==> src/rtl/clk_gate_ctrl.sv <==
// clk_gate_ctrl: N_CH independent glitch-free gated clocks derived from in_clk.
// Each channel has a wake-up delay, a drain hold-off and a registered acknowledge.
// active_cnt reports how many channels currently have clk_ack set.
// Optional macro CLK_GATE_TEST_EN adds input test_en, which forces every gate open
// without disturbing the channel FSMs, clk_ack or active_cnt.
//
// state    | meaning
// ST_OFF   | clock gated, waiting for clk_en
// ST_WAKE  | request seen, waiting WAKE_CYC cycles before releasing the clock
// ST_ON    | clock running, request held
// ST_DRAIN | request dropped, keeping HOLD_CYC more pulses before gating
module clk_gate_ctrl #(
   parameter int N_CH     = 4,
   parameter int WAKE_CYC = 2,
   parameter int HOLD_CYC = 8,
   parameter int CNT_W    = 8
) (
   input  logic                          in_clk,
   input  logic                          rst_n,
`ifdef CLK_GATE_TEST_EN
   input  logic                          test_en,
`endif
   input  logic [N_CH-1:0]               clk_en,
   output logic [N_CH-1:0]               out_clk,
   output logic [N_CH-1:0]               clk_ack,
   output logic [$clog2(N_CH+1)-1:0]     active_cnt
);

   localparam int AW = $clog2(N_CH + 1);
   localparam logic [CNT_W-1:0] WAKE_LD = (WAKE_CYC > 0) ? CNT_W'(WAKE_CYC - 1) : '0;
   localparam logic [CNT_W-1:0] HOLD_LD = (HOLD_CYC > 0) ? CNT_W'(HOLD_CYC - 1) : '0;

   typedef enum logic [1:0] {
      ST_OFF   = 2'd0,
      ST_WAKE  = 2'd1,
      ST_ON    = 2'd2,
      ST_DRAIN = 2'd3
   } state_t;

   state_t           state_q [N_CH];
   state_t           state_d [N_CH];
   logic [CNT_W-1:0] cnt_q   [N_CH];
   logic [CNT_W-1:0] cnt_d   [N_CH];
   logic [N_CH-1:0]  gate_q;
   logic [N_CH-1:0]  gate_d;
   logic [AW-1:0]    active_d;
   logic [N_CH-1:0]  latch_in;
   logic [N_CH-1:0]  en_lat;

   // Per-channel next-state and counter update; gate follows the next state.
   always_comb begin
      for (int i = 0; i < N_CH; i++) begin
         state_d[i] = state_q[i];
         cnt_d[i]   = cnt_q[i];
         case (state_q[i])
            ST_OFF: begin
               if (clk_en[i]) begin
                  if (WAKE_CYC > 0) begin
                     state_d[i] = ST_WAKE;
                     cnt_d[i]   = WAKE_LD;
                  end else begin
                     state_d[i] = ST_ON;
                  end
               end
            end
            ST_WAKE: begin
               if (!clk_en[i]) begin
                  state_d[i] = ST_OFF;
               end else if (cnt_q[i] == '0) begin
                  state_d[i] = ST_ON;
               end else begin
                  cnt_d[i] = cnt_q[i] - 1'b1;
               end
            end
            ST_ON: begin
               if (!clk_en[i]) begin
                  if (HOLD_CYC > 0) begin
                     state_d[i] = ST_DRAIN;
                     cnt_d[i]   = HOLD_LD;
                  end else begin
                     state_d[i] = ST_OFF;
                  end
               end
            end
            ST_DRAIN: begin
               if (clk_en[i]) begin
                  state_d[i] = ST_ON;
                  cnt_d[i]   = '0;
               end else if (cnt_q[i] == '0) begin
                  state_d[i] = ST_OFF;
               end else begin
                  cnt_d[i] = cnt_q[i] - 1'b1;
               end
            end
            default: state_d[i] = ST_OFF;
         endcase
         gate_d[i] = (state_d[i] == ST_ON) || (state_d[i] == ST_DRAIN);
      end
   end

   // Population count of the next gate vector so active_cnt tracks clk_ack exactly.
   always_comb begin
      active_d = '0;
      for (int i = 0; i < N_CH; i++) begin
         active_d = active_d + AW'(gate_d[i]);
      end
   end

   // State, counters, gate enables and activity count, synchronous reset.
   always_ff @(posedge in_clk) begin
      if (!rst_n) begin
         for (int i = 0; i < N_CH; i++) begin
            state_q[i] <= ST_OFF;
            cnt_q[i]   <= '0;
         end
         gate_q     <= '0;
         active_cnt <= '0;
      end else begin
         for (int i = 0; i < N_CH; i++) begin
            state_q[i] <= state_d[i];
            cnt_q[i]   <= cnt_d[i];
         end
         gate_q     <= gate_d;
         active_cnt <= active_d;
      end
   end

`ifdef CLK_GATE_TEST_EN
   assign latch_in = gate_q | {N_CH{test_en}};
`else
   assign latch_in = gate_q;
`endif

   // Enable latch is open only while in_clk is low, so gate changes never cut a high phase.
   always_latch begin
      if (!in_clk) begin
         en_lat <= latch_in;
      end
   end

   assign out_clk = {N_CH{in_clk}} & en_lat;
   assign clk_ack = gate_q;

endmodule
==> config.mk <==
export PLATFORM = sky130hd
export DESIGN_NAME = clk_gate_ctrl
export DESIGN_NICKNAME = d
export VERILOG_FILES = /design/src/rtl/clk_gate_ctrl.sv
export SDC_FILE = /design/constraint.sdc
export NUM_CORES = 1
export LEC_CHECK = 0
export ABC_CLOCK_PERIOD_IN_PS = 2300
export CORE_MARGIN = 4
export CORE_UTILIZATION = 55
export DETAILED_ROUTE_END_ITERATION = 10
export DONT_BUFFER_PORTS = 1
export PLACE_DENSITY_LB_ADDON = 0.15
export SYNTH_ARGS = -nofsm -noshare
export SYNTH_HDL_FRONTEND = slang
export SYNTH_SLANG_ARGS = --single-unit
==> constraint.sdc <==
create_clock -name in_clk -period 2.3 [get_ports in_clk]
set_clock_uncertainty 0.05 [all_clocks]
set_input_delay 0.46 -clock in_clk [delete_from_list [all_inputs] [get_ports in_clk]]
set_output_delay 0.46 -clock in_clk [all_outputs]
set_load 0.01 [all_outputs]
# Word level (Yosys, flattened, before mapping)
# Memory sizes are Yosys's and may differ from the RTL's.
# Cells that the tools add are included.
# classes
n_addsub	7
n_eq_ne	20
n_mux	64
bitwise_logic	9
n_reduce_logical	12
# op_table
cell	count
8-bit 2-to-1 mux	24
8-bit one-hot mux with 4 select lines	4
2-bit 2-to-1 mux	28
2-bit == test (second input constant)	16
8-bit logical NOT	4
2-bit one-hot mux with 4 select lines	4
8-bit by 1-bit subtractor with 8-bit output (second input constant)	4
2-bit by 1-bit == test with 1-bit output (second input constant)	4
2-bit logical NOT	4
4-bit 2-to-1 mux	2
1-bit OR	8
4-bit bitwise AND	1
1-bit logical OR	4
2-bit by 1-bit adder with 3-bit output	1
3-bit by 1-bit adder with 3-bit output	1
1-bit by 1-bit adder with 2-bit output	1
1-bit 2-to-1 mux	2
# totals
register_bits	7
latch_bits	4
ramBits	40
input_bits	6
output_inout_bits	11
wordCells	120
mem_count	2
# mem_list
name	depth	width	read_ports	rd_clocked_by_memory_dff	wr	line	rtl
cnt_q	4	8	4	0	4	42	logic [CNT_W-1:0] cnt_q [N_CH];
state_q	4	2	4	0	4	40	state_t state_q [N_CH];

# Depth between registers and ports, before layout
# depth
word_depth	9
ltp_mapped	9
mapped_depth_nobuf	9

==> impl_results.md <==
* Final setup viols at 10
* Register bit total from synthesis at 51
* Avg WL per Cell at 14.6 µm
* Max-cap violation count at 0
* CP endpoint kind: output port
* # nets final at 361
* Iteration-0 DRC Markers at 153
* Clock Latency Late Sink at 0.42 ns
* Slowest CP cell: dlxtn_1
* Cell-internal power at 0.00195 W
* HP Start: rst_n
* Cells after Synth at 308
* R2r worst-path depth at 9
* Crit-path leading delay family: latches
* First-pass GRT wire length at 10300 µm
* Critical Path Fanout Max at 1
* Max-slew violations at 0
* Std cell rows at 25
* Synthesized cell area at 0.00278 mm²
* Worst Setup Start Kind: latch
* Critical path type: latch2out
* Worst path required time at 1.79 ns
* Synthesized Nets at 322
* Routed WL at 6060 µm
* Layout cell share with drive strength beyond 1 at 32.1%
* Status: finished, violations left
* CTS tree: built
* Post-Route Setup TNS at -1.38 ns
* Post-synth EDFFs at 0
* Layout Cells excl Fill at 416
* Final hold vios at 0
* Mapped Avg Cell Area at 9.01 µm²
* Combinational Power Share at 38.0%
* Net switching power of the design at 0.00103 W
* Filler cell count at 402
* Worst Hold Class: in2reg
* Drt drc at 0
* Hold_buf cts at 0
* Layout area overhead at 23.5%
* Layout Utilization at 71.1%
* R2r endpoint: active_cnt[1]
* Cell count after placement at 393
* Critical R2R Launch: cnt_q[1][0]
* Multi-input combinational cell area at 0.00180 mm²
* YS warnings at 0
* Clk pwr share at 26.0%
* Power share of the sequential group at 36.0%
* Initial Utilization at 57.6%
* Worst hold endpoint: clk_ack[3]
* Worst Hold Depth at 1
* Pwr dens at 870 mW/mm²
* DIE HEIGHT at 79.0 µm
* Clock transition at path regs at 0.10 ns
* Area after DPL at 0.00312 mm²
* R2R Setup Slk at -0.05 ns
* CP Cell Sequence: and2_4
* Core area at 0.00482 mm²
* Slew margin rel. at 59.9%
* Via density at 5.82
* Initial antenna violation count at 0
* Half-perimeter wire length after placement at 3980 µm
* Slew @ Worst Pin at 0.597 ns
* 1st-pass router iterations at 4
* Largest net degree at the start of global routing at 36
* # IOs at 17
* FF/Latch Area at 0.00101 mm²
* Worst VDD drop at 0.535 mV
* Antenna Nets Post-Route at 0
* Port buffer count at 0
* Ys flop type: dfxtp_1
* Sw Ratio at 34.5%
* GPL Wtd Cong at 0.792
* Vias in the first global route at 2312
* ANT cells at 0
* Failing checks: setup timing
* Die ar. at 0.00625 mm²
* Die W at 79.0 µm
* Post-route setup slack at -0.340 ns
* Critical path buffers and inverters at 0
* Design area at 0.00343 mm²
* Unrepaired setup endpoints after global routing: true
* Detailed-route via count at 2422
* Worst Path Arrival at 2.13 ns
* Critical Path Max Stage Delay at 0.40 ns
* GRT Residual Overflow at 0
* WHS at 0.116 ns
* Cell variety after synth at 72
* Synth async-reset ratio at 0%
* Leakage at 1.46 nW
* GRT Util Overall at 21.1%
-- cells in the final DEF, fill, tap and decap left out, drive strengths merged, types with 5 or more instances in the layout --
| master | instances |
|---|---|
| xor2 | 7 |
| ha | 7 |
| nor3b | 6 |
| nor4 | 5 |
| nor3 | 10 |
| a21o | 5 |
| xnor2 | 5 |
| clkbuf | 10 |
| nand2 | 18 |
| and3 | 5 |
| inv | 12 |
| and2 | 16 |
| a32o | 6 |
| o21ai | 15 |
| nand3 | 15 |
| mux2i | 6 |
| dfxtp | 47 |
| a21oi | 18 |
| or3 | 6 |
| nor2 | 9 |
| buf | 46 |
-- routing by layer --
layer | track usage, % | part of all wire, % | up-vias
met3 | 8.16 | 4.9 | 14
met1 | 25.8 | 45 | 1137
met5 | 0 | 0 | -
met4 | 11.3 | 2.0 | 0
met2 | 31.9 | 48 | 51
li1 | - | - | 1220
-- what timing repair did --
action	4_1_cts	5_1_grt
endpoints found under the setup margin	11	11
pin swaps	13	7
buffers inserted	6	4
gates cloned	0	0
resized for setup	16	6
-- stage by stage --
| stage | total power (W) | setup slack, ns |
|---|---|---|
| floorplan | 0.00186 | -0.0760 |
| global placement | 0.00210 | -0.0808 |
| detailed placement | 0.00212 | -0.146 |
| CTS | 0.00296 | -0.356 |
| global route | 0.00320 | -0.375 |
| finish | 0.00298 | -0.340 |
-- cells by family (layout without fill, tap and decap cells) --
kind of cell / count (synthesis) / count (layout) / share of synthesized area (%)
xor+xnor: 12 / 12 / 3.79
simple gates: 116 / 116 / 25.4
compound gates: 82 / 82 / 22.1
buf+inv: 29 / 70 / 4.96
fa+ha+maj: 8 / 8 / 3.88
latches: 4 / 4 / 2.16
mux: 10 / 10 / 3.79
flops: 47 / 47 / 33.9
-- flip-flops by register name (all words and copies together) (netlist names) --
register	flops
en_lat	4
cnt_q	32
state_q	8
active_cnt	3
clk_ack	4
-- final cells by class --
class	instances	share of cell area (%)
inverter	11	1.20
clock buffer	10	3.72
tap	67	2.45
multi-input combinational	228	52.5
clock inverter	3	0.548
timing repair buffer	46	10.1
sequential	51	29.5
-- worst max path at each step --
| stage | startpoint | endpoint | slack, ns | cells past startpoint |
|---|---|---|---|---|
| CTS | en_lat[2] | out_clk[2] | -0.36 | 1 |
| detailed placement | cnt_q[3][1] | active_cnt[1] | -0.15 | 9 |
| global route | en_lat[0] | out_clk[0] | -0.38 | 1 |
| floorplan | cnt_q[1][1] | active_cnt[1] | -0.08 | 9 |
| finish | en_lat[2] | out_clk[2] | -0.34 | 1 |
| global placement | cnt_q[3][1] | active_cnt[1] | -0.08 | 9 |
-- cell usage after synthesis (6+ instances only) --
| library cell | instances | area share, % |
|---|---|---|
| a21oi_1 | 18 | 3.2 |
| a32o_1 | 6 | 2.2 |
| and2_1 | 16 | 3.6 |
| buf_2 | 7 | 1.3 |
| clkbuf_1 | 7 | 0.95 |
| dfxtp_1 | 47 | 34 |
| ha_1 | 7 | 3.2 |
| inv_1 | 11 | 1.5 |
| mux2i_1 | 6 | 2.2 |
| nand2_1 | 18 | 2.4 |
| nand3_1 | 15 | 2.7 |
| nor2_1 | 9 | 1.2 |
| nor3_1 | 9 | 1.6 |
| nor3b_1 | 6 | 1.6 |
| o21ai_0 | 14 | 2.5 |
| xor2_1 | 7 | 2.2 |
-- power by group through the flow --
| stage | Combinational [W] | Clock (W) | Sequential [W] |
|---|---|---|---|
| 2_1_floorplan | 0.000770 | 0.00000987 | 0.00108 |
| 3_3_place_gp | 0.00101 | 0.00000987 | 0.00108 |
| 3_5_place_dp | 0.00102 | 0.00000987 | 0.00109 |
| 4_1_cts | 0.00108 | 0.000810 | 0.00107 |
| 5_1_grt | 0.00125 | 0.000855 | 0.00109 |
| 6_report | 0.00113 | 0.000776 | 0.00107 |
Power figures use the tool's default switching activity.
